**config.mk**
```make
export PLATFORM = sky130hd
export DESIGN_NAME = rv32_ex_muldiv
export DESIGN_NICKNAME = d
export VERILOG_FILES = /design/src/rtl/rv32_ex_muldiv.sv
export SDC_FILE = /design/constraint.sdc
export NUM_CORES = 1
export LEC_CHECK = 0
export CAP_MARGIN = 40
export CORE_UTILIZATION = 28
export CTS_CLUSTER_DIAMETER = 30
export CTS_CLUSTER_SIZE = 20
export DETAILED_ROUTE_END_ITERATION = 12
export PLACE_DENSITY_LB_ADDON = 0.3
export SLEW_MARGIN = 5
export SYNTH_ARGS = -nofsm -noshare
export SYNTH_HDL_FRONTEND = slang
export SYNTH_SLANG_ARGS = --single-unit
```
**constraint.sdc**
```tcl
create_clock -name clk -period 3.6 [get_ports clk]
set_clock_uncertainty 0.05 [all_clocks]
set_input_delay 0.72 -clock clk [delete_from_list [all_inputs] [get_ports clk]]
set_output_delay 0.72 -clock clk [all_outputs]
set_load 0.05 [all_outputs]
```
**src/rtl/rv32_ex_muldiv.sv**
```systemverilog
// Iterative RV32M execute unit: shift-add multiply and restoring divide, one bit per cycle.
// Optional MULDIV_EARLY_OUT_EN ends a multiply once the remaining multiplier magnitude is zero.
module rv32_ex_muldiv #(
    parameter int unsigned XLEN   = 32,
    parameter int unsigned REG_AW = 5
) (
    input  logic              clk,
    input  logic              reset,
    input  logic              in_valid,
    output logic              in_ready,
    input  logic              flush,
    input  logic [31:0]       iw_in,
    input  logic [XLEN-1:0]   pc_in,
    input  logic [XLEN-1:0]   rs1_data_in,
    input  logic [XLEN-1:0]   rs2_data_in,
    input  logic [REG_AW-1:0] wb_reg_in,
    input  logic              wb_en_in,
    output logic              out_valid,
    output logic [XLEN-1:0]   alu_out,
    output logic [31:0]       iw_out,
    output logic [XLEN-1:0]   pc_out,
    output logic [REG_AW-1:0] wb_reg_out,
    output logic              wb_en_out,
    output logic              illegal_out,
    output logic              stall_out
);
    localparam int unsigned CW = $clog2(XLEN) + 1;
    localparam logic [XLEN-1:0] MinNeg = {1'b1, {(XLEN-1){1'b0}}};

    typedef enum logic [1:0] {StIdle, StMul, StDiv, StFin} state_e;
    state_e state_q, state_d;

    logic [CW-1:0]     cnt_q;
    logic [2:0]        op_q;
    logic              fast_q, illegal_q, neg_q;
    logic [XLEN-1:0]   fast_res_q, opb_q;
    logic [2*XLEN-1:0] opa_q, acc_q;
    logic [31:0]       iw_q;
    logic [XLEN-1:0]   pc_q;
    logic [REG_AW-1:0] wb_reg_q;
    logic              wb_en_q;
    logic              wb_en_res_q;

    logic [2:0]        f3;
    logic              is_m, accept, s1, s2, a_neg, b_neg, div_zero, div_ovf, take_fast;
    logic [XLEN-1:0]   mag_a, mag_b, fast_res;

    always_comb begin
        f3        = iw_in[14:12];
        is_m      = (iw_in[6:0] == 7'b0110011) && (iw_in[31:25] == 7'b0000001);
        accept    = in_valid && in_ready && !flush;
        s1        = (f3 == 3'b001) || (f3 == 3'b010) || (f3 == 3'b100) || (f3 == 3'b110);
        s2        = (f3 == 3'b001) || (f3 == 3'b100) || (f3 == 3'b110);
        a_neg     = s1 && rs1_data_in[XLEN-1];
        b_neg     = s2 && rs2_data_in[XLEN-1];
        mag_a     = a_neg ? -rs1_data_in : rs1_data_in;
        mag_b     = b_neg ? -rs2_data_in : rs2_data_in;
        div_zero  = (rs2_data_in == '0);
        div_ovf   = s2 && (rs1_data_in == MinNeg) && (rs2_data_in == '1);
        take_fast = !is_m || (f3[2] && (div_zero || div_ovf));
        if (!is_m)         fast_res = '0;
        else if (div_zero) fast_res = f3[1] ? rs1_data_in : '1;
        else               fast_res = f3[1] ? '0 : MinNeg;
    end

    logic            busy, done, mul_done, ge;
    logic [XLEN:0]   rem_sh, rem_nx;

    always_comb begin
        busy = (state_q == StMul) || (state_q == StDiv);
`ifdef MULDIV_EARLY_OUT_EN
        mul_done = (opb_q == '0);
`else
        mul_done = (cnt_q == CW'(XLEN));
`endif
        done   = fast_q || ((state_q == StMul) ? mul_done : (cnt_q == CW'(XLEN)));
        // Restoring divide: quotient develops in place of the dividend in opa_q.
        rem_sh = {acc_q[XLEN-1:0], opa_q[XLEN-1]};
        ge     = (rem_sh >= {1'b0, opb_q});
        rem_nx = ge ? (rem_sh - {1'b0, opb_q}) : rem_sh;
    end

    logic [2*XLEN-1:0] prod;
    logic [XLEN-1:0]   quo, rmd, result;

    always_comb begin
        prod   = neg_q ? -acc_q : acc_q;
        quo    = neg_q ? -opa_q[XLEN-1:0] : opa_q[XLEN-1:0];
        rmd    = neg_q ? -acc_q[XLEN-1:0] : acc_q[XLEN-1:0];
        result = '0;
        if (illegal_q) begin
            result = '0;
        end else if (fast_q) begin
            result = fast_res_q;
        end else begin
            case (op_q)
                3'b000:                 result = prod[XLEN-1:0];
                3'b001, 3'b010, 3'b011: result = prod[2*XLEN-1:XLEN];
                3'b100, 3'b101:         result = quo;
                default:                result = rmd;
            endcase
        end
    end

    // Fast-path and non-M ops spend one cycle in StDiv so the result lands one edge after accept.
    always_comb begin
        state_d = state_q;
        case (state_q)
            StIdle:       if (accept) state_d = (is_m && !f3[2]) ? StMul : StDiv;
            StMul, StDiv: if (done) state_d = StFin;
            StFin:        state_d = StIdle;
            default:      state_d = StIdle;
        endcase
        if (flush) state_d = StIdle;
    end

    always_ff @(posedge clk or negedge reset) begin
        if (!reset) state_q <= StIdle;
        else        state_q <= state_d;
    end

    always_ff @(posedge clk or negedge reset) begin
        if (!reset) begin
            cnt_q      <= '0;
            op_q       <= '0;
            fast_q     <= 1'b0;
            illegal_q  <= 1'b0;
            neg_q      <= 1'b0;
            fast_res_q <= '0;
            opa_q      <= '0;
            opb_q      <= '0;
            acc_q      <= '0;
            iw_q       <= '0;
            pc_q       <= '0;
            wb_reg_q   <= '0;
            wb_en_q    <= 1'b0;
        end else if (accept) begin
            cnt_q      <= '0;
            op_q       <= f3;
            fast_q     <= take_fast;
            illegal_q  <= !is_m;
            neg_q      <= (f3[2] && f3[1]) ? a_neg : (a_neg ^ b_neg);
            fast_res_q <= fast_res;
            opa_q      <= {{XLEN{1'b0}}, mag_a};
            opb_q      <= mag_b;
            acc_q      <= '0;
            iw_q       <= iw_in;
            pc_q       <= pc_in;
            wb_reg_q   <= wb_reg_in;
            wb_en_q    <= wb_en_in;
        end else if (busy && !done) begin
            cnt_q <= cnt_q + CW'(1);
            if (state_q == StMul) begin
                if (opb_q[0]) acc_q <= acc_q + opa_q;
                opa_q <= opa_q << 1;
                opb_q <= opb_q >> 1;
            end else begin
                acc_q <= {{(XLEN-1){1'b0}}, rem_nx};
                opa_q <= {{XLEN{1'b0}}, opa_q[XLEN-2:0], ge};
            end
        end
    end

    always_ff @(posedge clk or negedge reset) begin
        if (!reset) begin
            alu_out     <= '0;
            iw_out      <= '0;
            pc_out      <= '0;
            wb_reg_out  <= '0;
            wb_en_res_q <= 1'b0;
            illegal_out <= 1'b0;
        end else if (busy && done && !flush) begin
            alu_out     <= result;
            iw_out      <= iw_q;
            pc_out      <= pc_q;
            wb_reg_out  <= wb_reg_q;
            wb_en_res_q <= wb_en_q && !illegal_q;
            illegal_out <= illegal_q;
        end
    end

    assign in_ready  = (state_q == StIdle);
    assign out_valid = (state_q == StFin);
    assign stall_out = (state_q != StIdle) || (in_valid && !in_ready);
    assign wb_en_out = wb_en_res_q && out_valid;
endmodule
```
### After elaboration in Yosys (flattened, before gate mapping)

Cells that the tools add are included.

* flip-flop bits (word level): 379
* logic and storage cells: 125
* output and inout port bits: 106
* bits of input ports: 138

* muxes and demuxes: 31
* equality and inequality tests: 20
* reductions and logical operators: 44
* order comparisons: 1
* add/sub/neg operators: 8
* bitwise logic cells: 1

Operators with widths (number)
* $mux W64: 8
* $mux W32: 13
* $neg A32 Y32: 4
* $pmux W32 S3: 1
* $add A64 B64 Y64: 1
* $eq A32 B32 Y1 const B: 2
* $neg A64 Y64: 1
* $ge A33 B32 Y1: 1
* $mux W33: 1
* $sub A33 B32 Y33: 1
* $logic_not A32 Y1: 1
* $logic_and A1 B1 Y1: 16
* $eq A3 B3 Y1 const B: 4
* $mux W6: 2
* $logic_or A1 B1 Y1: 10
* $eq A3 B2 Y1 const B: 3
* $mux W2: 4
* $eq A7 B1 Y1 const B: 1
* $eq A7 B6 Y1 const B: 1
* $add A6 B1 Y6 const B: 1
* $eq A3 B1 Y1 const B: 2
* $eq A6 B6 Y1 const B: 1
* $logic_not A1 Y1: 6
* $ne A3 B3 Y1 const B: 2
* other kinds (12): 18

### Depth between registers and ports, before layout

Gate-level depths: netlist of run 1.

* depth in word-level cells: 8
* depth in mapped cells: 14
* depth with buffers taken out: 13

### Worst setup path after synthesis of run 1

No wires, ideal clock.

* path kind: register -> register
* start: register acc_q[15]
* end: register acc_q[11]
* setup slack: 265 ps
* cell stages (with the launch flop): 14
* path buffers: 2
* arrival time: 3164 ps
* cells stage by stage: dfrtp_1 > ha_1 > clkbuf_1 > and3_1 > a221oi_1 > o31ai_1 > a2111oi_0 > nor3_1 > a31oi_1 > o31ai_2 > buf_2 > mux2i_1 > mux2i_1 > a22o_1

* longest elaborated chain between the ends: 5

Ends and longest elaborated chain
* start: declaration: RTL line 37 `logic [2*XLEN-1:0] opa_q, acc_q;`
* start signal: assignment: RTL line 154 `if (opb_q[0]) acc_q <= acc_q + opa_q;`
* start signal: assignment: RTL line 158 `acc_q <= {{(XLEN-1){1'b0}}, rem_nx};`
* $ge A33 B32 Y1: RTL line 79 `ge = (rem_sh >= {1'b0, opb_q});`
* $mux W33: RTL line 80 `rem_nx = ge ? (rem_sh - {1'b0, opb_q}) : rem_sh;`
* $mux W64: RTL line 153 `if (state_q == StMul) begin`
* $mux W64: RTL line 151 `end else if (busy && !done) begin`
* $mux W64: RTL line 137 `end else if (accept) begin`

No other way between the ends. The select of a mux whose other input is x is not followed.
A chain may end at the register's enable or synchronous reset.

### Worst setup path in the final report of run 1

* start: register acc_q[3]
* end: register acc_q[12]

* longest elaborated chain between the ends: 5

Ends and longest elaborated chain (RTL line)
* $add A64 B64 Y64 (tied with other cells): 154
* $mux W64 or $mux W33 (tied branches): 154, 80
* $mux W64 (*): 153
* $mux W64 (*): 151
* $mux W64 (*): 137

Every way passes the cells marked *; elsewhere a longest branch is shown, timed or not. The select of a mux whose other input is x is not followed.

==> results of run 1 <==
## synth_stat cells (12+ instances only)
master    number  area (sq um)
nand2_1      739          2774
dfrtp_1      376          9409
a21oi_1      208          1041
o21ai_0      202          1011
clkbuf_1     179         671.9
nor2_1       175         656.9
xor2_1       119          1042
xnor2_1      116          1016
ha_1         106          1326
inv_1         86         322.8
nor2b_1       67         419.2
nor3_1        55         275.3
a31oi_1       54         337.8
a22o_1        51         446.7
o31ai_1       47         352.8
a21o_1        46         345.3
nand4_1       42         262.8
or3_1         36         225.2
nand3_1       35         175.2
o41ai_1       33         289.0
and3_1        27         168.9
a211oi_1      22         165.2
o21bai_1      20         150.1
mux2i_1       19         190.2
o22ai_1       19         118.9
or4_1         19         142.6
nand2b_1      17         106.4
o211ai_1      17         127.6
o221ai_1      15         131.4
nor4_1        13         81.33
or2_2         12         75.07
## layout make-up
type	instances	area (sq um)	share of cell area, %
Inverter	86	322.8	0.9334
Clock inverter	68	1011	2.923
Sequential cell	376	9410	27.21
Clock buffer	126	2844	8.224
Multi-Input combinational cell	2450	14810	42.83
Tap cell	1165	1458	4.215
Antenna cell	4	10.01	0.02894
Timing Repair Buffer	528	4715	13.63
## layout by cell type (no fill, tap or decap), types with 54 or more instances in the layout
master           Yosys  routed
buf_4                0     274
ha_1               106     106
clkbuf_16            0     103
nor2_1             175     172
o21ai_0            202     199
nor3_1              55      54
clkdlybuf4s50_1      0     242
dfrtp_1            376     375
nor2b_1             67      67
xnor2_1            116     116
a21oi_1            208     203
nand2_1            739     739
xor2_1             119     119
inv_1               86      86
## what timing repair did
item	4_1_cts	5_1_grt
gates resized for setup	0	35
endpoints found under the setup margin	0	41
buffers inserted	0	2
hold endpoints to repair	0	0
## worst max-delay path, stage by stage (launching register included)
cell,delay [ps]
dfrtp_1,440
buf_4,180
ha_1,350
nand4_1,180
o21ba_4,280
o211ai_1,150
a21oi_2,210
a31oi_1,110
buf_4,150
o31a_1,250
buf_4,170
buf_4,150
or3_1,400
a31oi_2,200
a22o_1,140
## metrics by stage
step                      setup TNS [ps]  worst slack [ps]
after floorplan                        0             265.3
after global placement            -434.2            -110.3
after detailed placement           -1458            -154.9
after CTS                              0             19.27
after global routing              -86.48            -35.45
final                                  0             108.7
## worst paths after layout
| path | startpoint | to | slack, ps | cells after the start |
|---|---|---|---|---|
| max in group asynchronous | reset | iw_out[27] | 2470 | 2 |
| worst max register to register | acc_q[3] | acc_q[12] | 110 | 14 |
| worst max-delay path | acc_q[3] | acc_q[12] | 110 | 14 |
| worst min register to register | iw_q[9] | iw_out[9] | 390 | 2 |
| min in group clk | iw_q[9] | iw_out[9] | 390 | 2 |
| worst min-delay path | reset | opa_q[62] | 5 | 1 |
## per-layer routing
layer	vias up	GRT usage (%)	wire length [um]
met5	-	0	11
met1	11840	27.45	41680
met2	729	30.53	40500
li1	11840	-	-
met3	153	3.564	5680
met4	2	8.255	3236
## report_power, final
part           leakage [nW]  switching [mW]  internal [mW]
clock network          1.84            3.02           6.92
logic                  8.80            11.5           7.34
registers              4.90            1.25           5.67
total                  15.5            15.8           19.9
## sequential cells by signal, summed over array words and instances (netlist names)
| signal | cells |
|---|---|
| opa_q | 64 |
| illegal_out | 1 |
| alu_out | 32 |
| opb_q | 32 |
| fast_res_q | 32 |
| wb_reg_q | 5 |
| wb_en_q | 1 |
| fast_q | 1 |
| cnt_q | 6 |
| wb_en_res_q | 1 |
| iw_q | 30 |
| pc_out | 32 |
| acc_q | 64 |
| wb_reg_out | 5 |
| op_q | 2 |
| pc_q | 32 |
| illegal_q | 1 |
| iw_out | 32 |
| neg_q | 1 |
| state_q | 2 |
## kinds of logic (layout without fill, tap and decap cells)
logic type / after synthesis / in the layout / share of synthesized area, %
AND/OR/NAND/NOR: 1269 / 1269 / 22.61
AO/OA/AOI/OAI: 815 / 815 / 21.06
flip-flops: 376 / 376 / 37.63
buffers and inverters: 271 / 808 / 4.073
XOR/XNOR: 235 / 235 / 8.231
adder cells (fa/ha/maj): 108 / 108 / 5.464
multiplexers: 23 / 23 / 0.9406
other: 0 / 4 / 0
==> flow_metrics.tcl, run 1 <==
set metrics [dict create \
    fin_cells 4803 \
    num_rows 109 \
    cp_data_required_time_ps 4110 \
    outcome "finished, final reports clean" \
    track_usage_pct 19.91 \
    dieArea_sq_um 90510 \
    fillers 8997 \
    io_pins 244 \
    cts.sinks 376 \
    ys_warn_count 0 \
    slew-limit-headroom_pct 45.91 \
    antenna_found_initial 5 \
    fin_crit_ps 3491 \
    power_mw 35.68 \
    maxSlewViolCount 0 \
    finalSetupViolations 0 \
    start_kind "flip-flop" \
    vias 24560 \
    route.detailed.drc 0 \
    routedWlPerCell_um 18.97 \
    finalCritPeriodShare_pct 96.98 \
    grt_pass1_wl_um 141200 \
    ant_nets 0 \
    area_growth_syn_to_layout_pct 38.30 \
    root_buffer "clkbuf_16" \
    drt_iter0_drc 1971 \
    syn_area_per_cell_sq_um 8.074 \
    dp_cells 4603 \
    gp_congestion 0.9474 \
    tightest_slew_ps 811.4 \
    ctsHoldBuffers 0 \
    clkTransAtPathRegs_ps 50 \
    routed_wirelength_um 91100 \
    synthCells 3097 \
    p_per_area_nw_per_um2 1032 \
    drive_above_1_share_pct 15.22 \
    seq_area_frac_synth_pct 37.63 \
    synth_cell_types 78 \
    final-hold-violation-count 0 \
    grt_pass1_vias 24010 \
    max-vdd-ir-drop_mv 0.5501 \
    synth_edf_count 0 \
    clock_latency_ps 670 \
    initial_core_util_pct 28.30 \
    finalNetCount 3791 \
    placed_cell_area_sq_um 30530 \
    die_y_um 300.8 \
    grt_overflow 0 \
    cap_violations 0 \
    p_leak_nw 15.53 \
    clock.fmax_mhz 286.4 \
    fp.coreArea_sq_um 88370 \
    htreeDepth 3 \
    clockBufferDepth 3 \
    synth_ff_type "dfrtp_1" \
    cp_max_fo 6 \
    min_path_type "in -> async" \
    async_flop_share_pct 100.0 \
    vias_per_cell 5.113 \
    netlist_area_sq_um 25010 \
    dieWidth_um 300.8 \
    ys_ff_latch 376 \
    grt_max_degree 105 \
    io_buffers 243 \
    dr.pass1.iters 6 \
    place_hpwl_um 68460 \
    crit_path_end_kind "flip-flop" \
    syn_nets 3343 \
    cts_buffers 103 \
    whs_ps 4.580 \
    cts_tree "built" \
    post-route-util_pct 39.13 \
    cp_data_arrival_time_ps 4000 \
    critPathKind "reg -> reg" \
    final_cell_area_sq_um 34580 \
]
(Power assumes the default switching activity.)
==> run 2: changes to the inputs <==
- ABC_CLOCK_PERIOD_IN_PS: not set -> 3600
==> results of run 2 <==
Same layout as run 1: the final DEF is identical, and so are final timing and power.
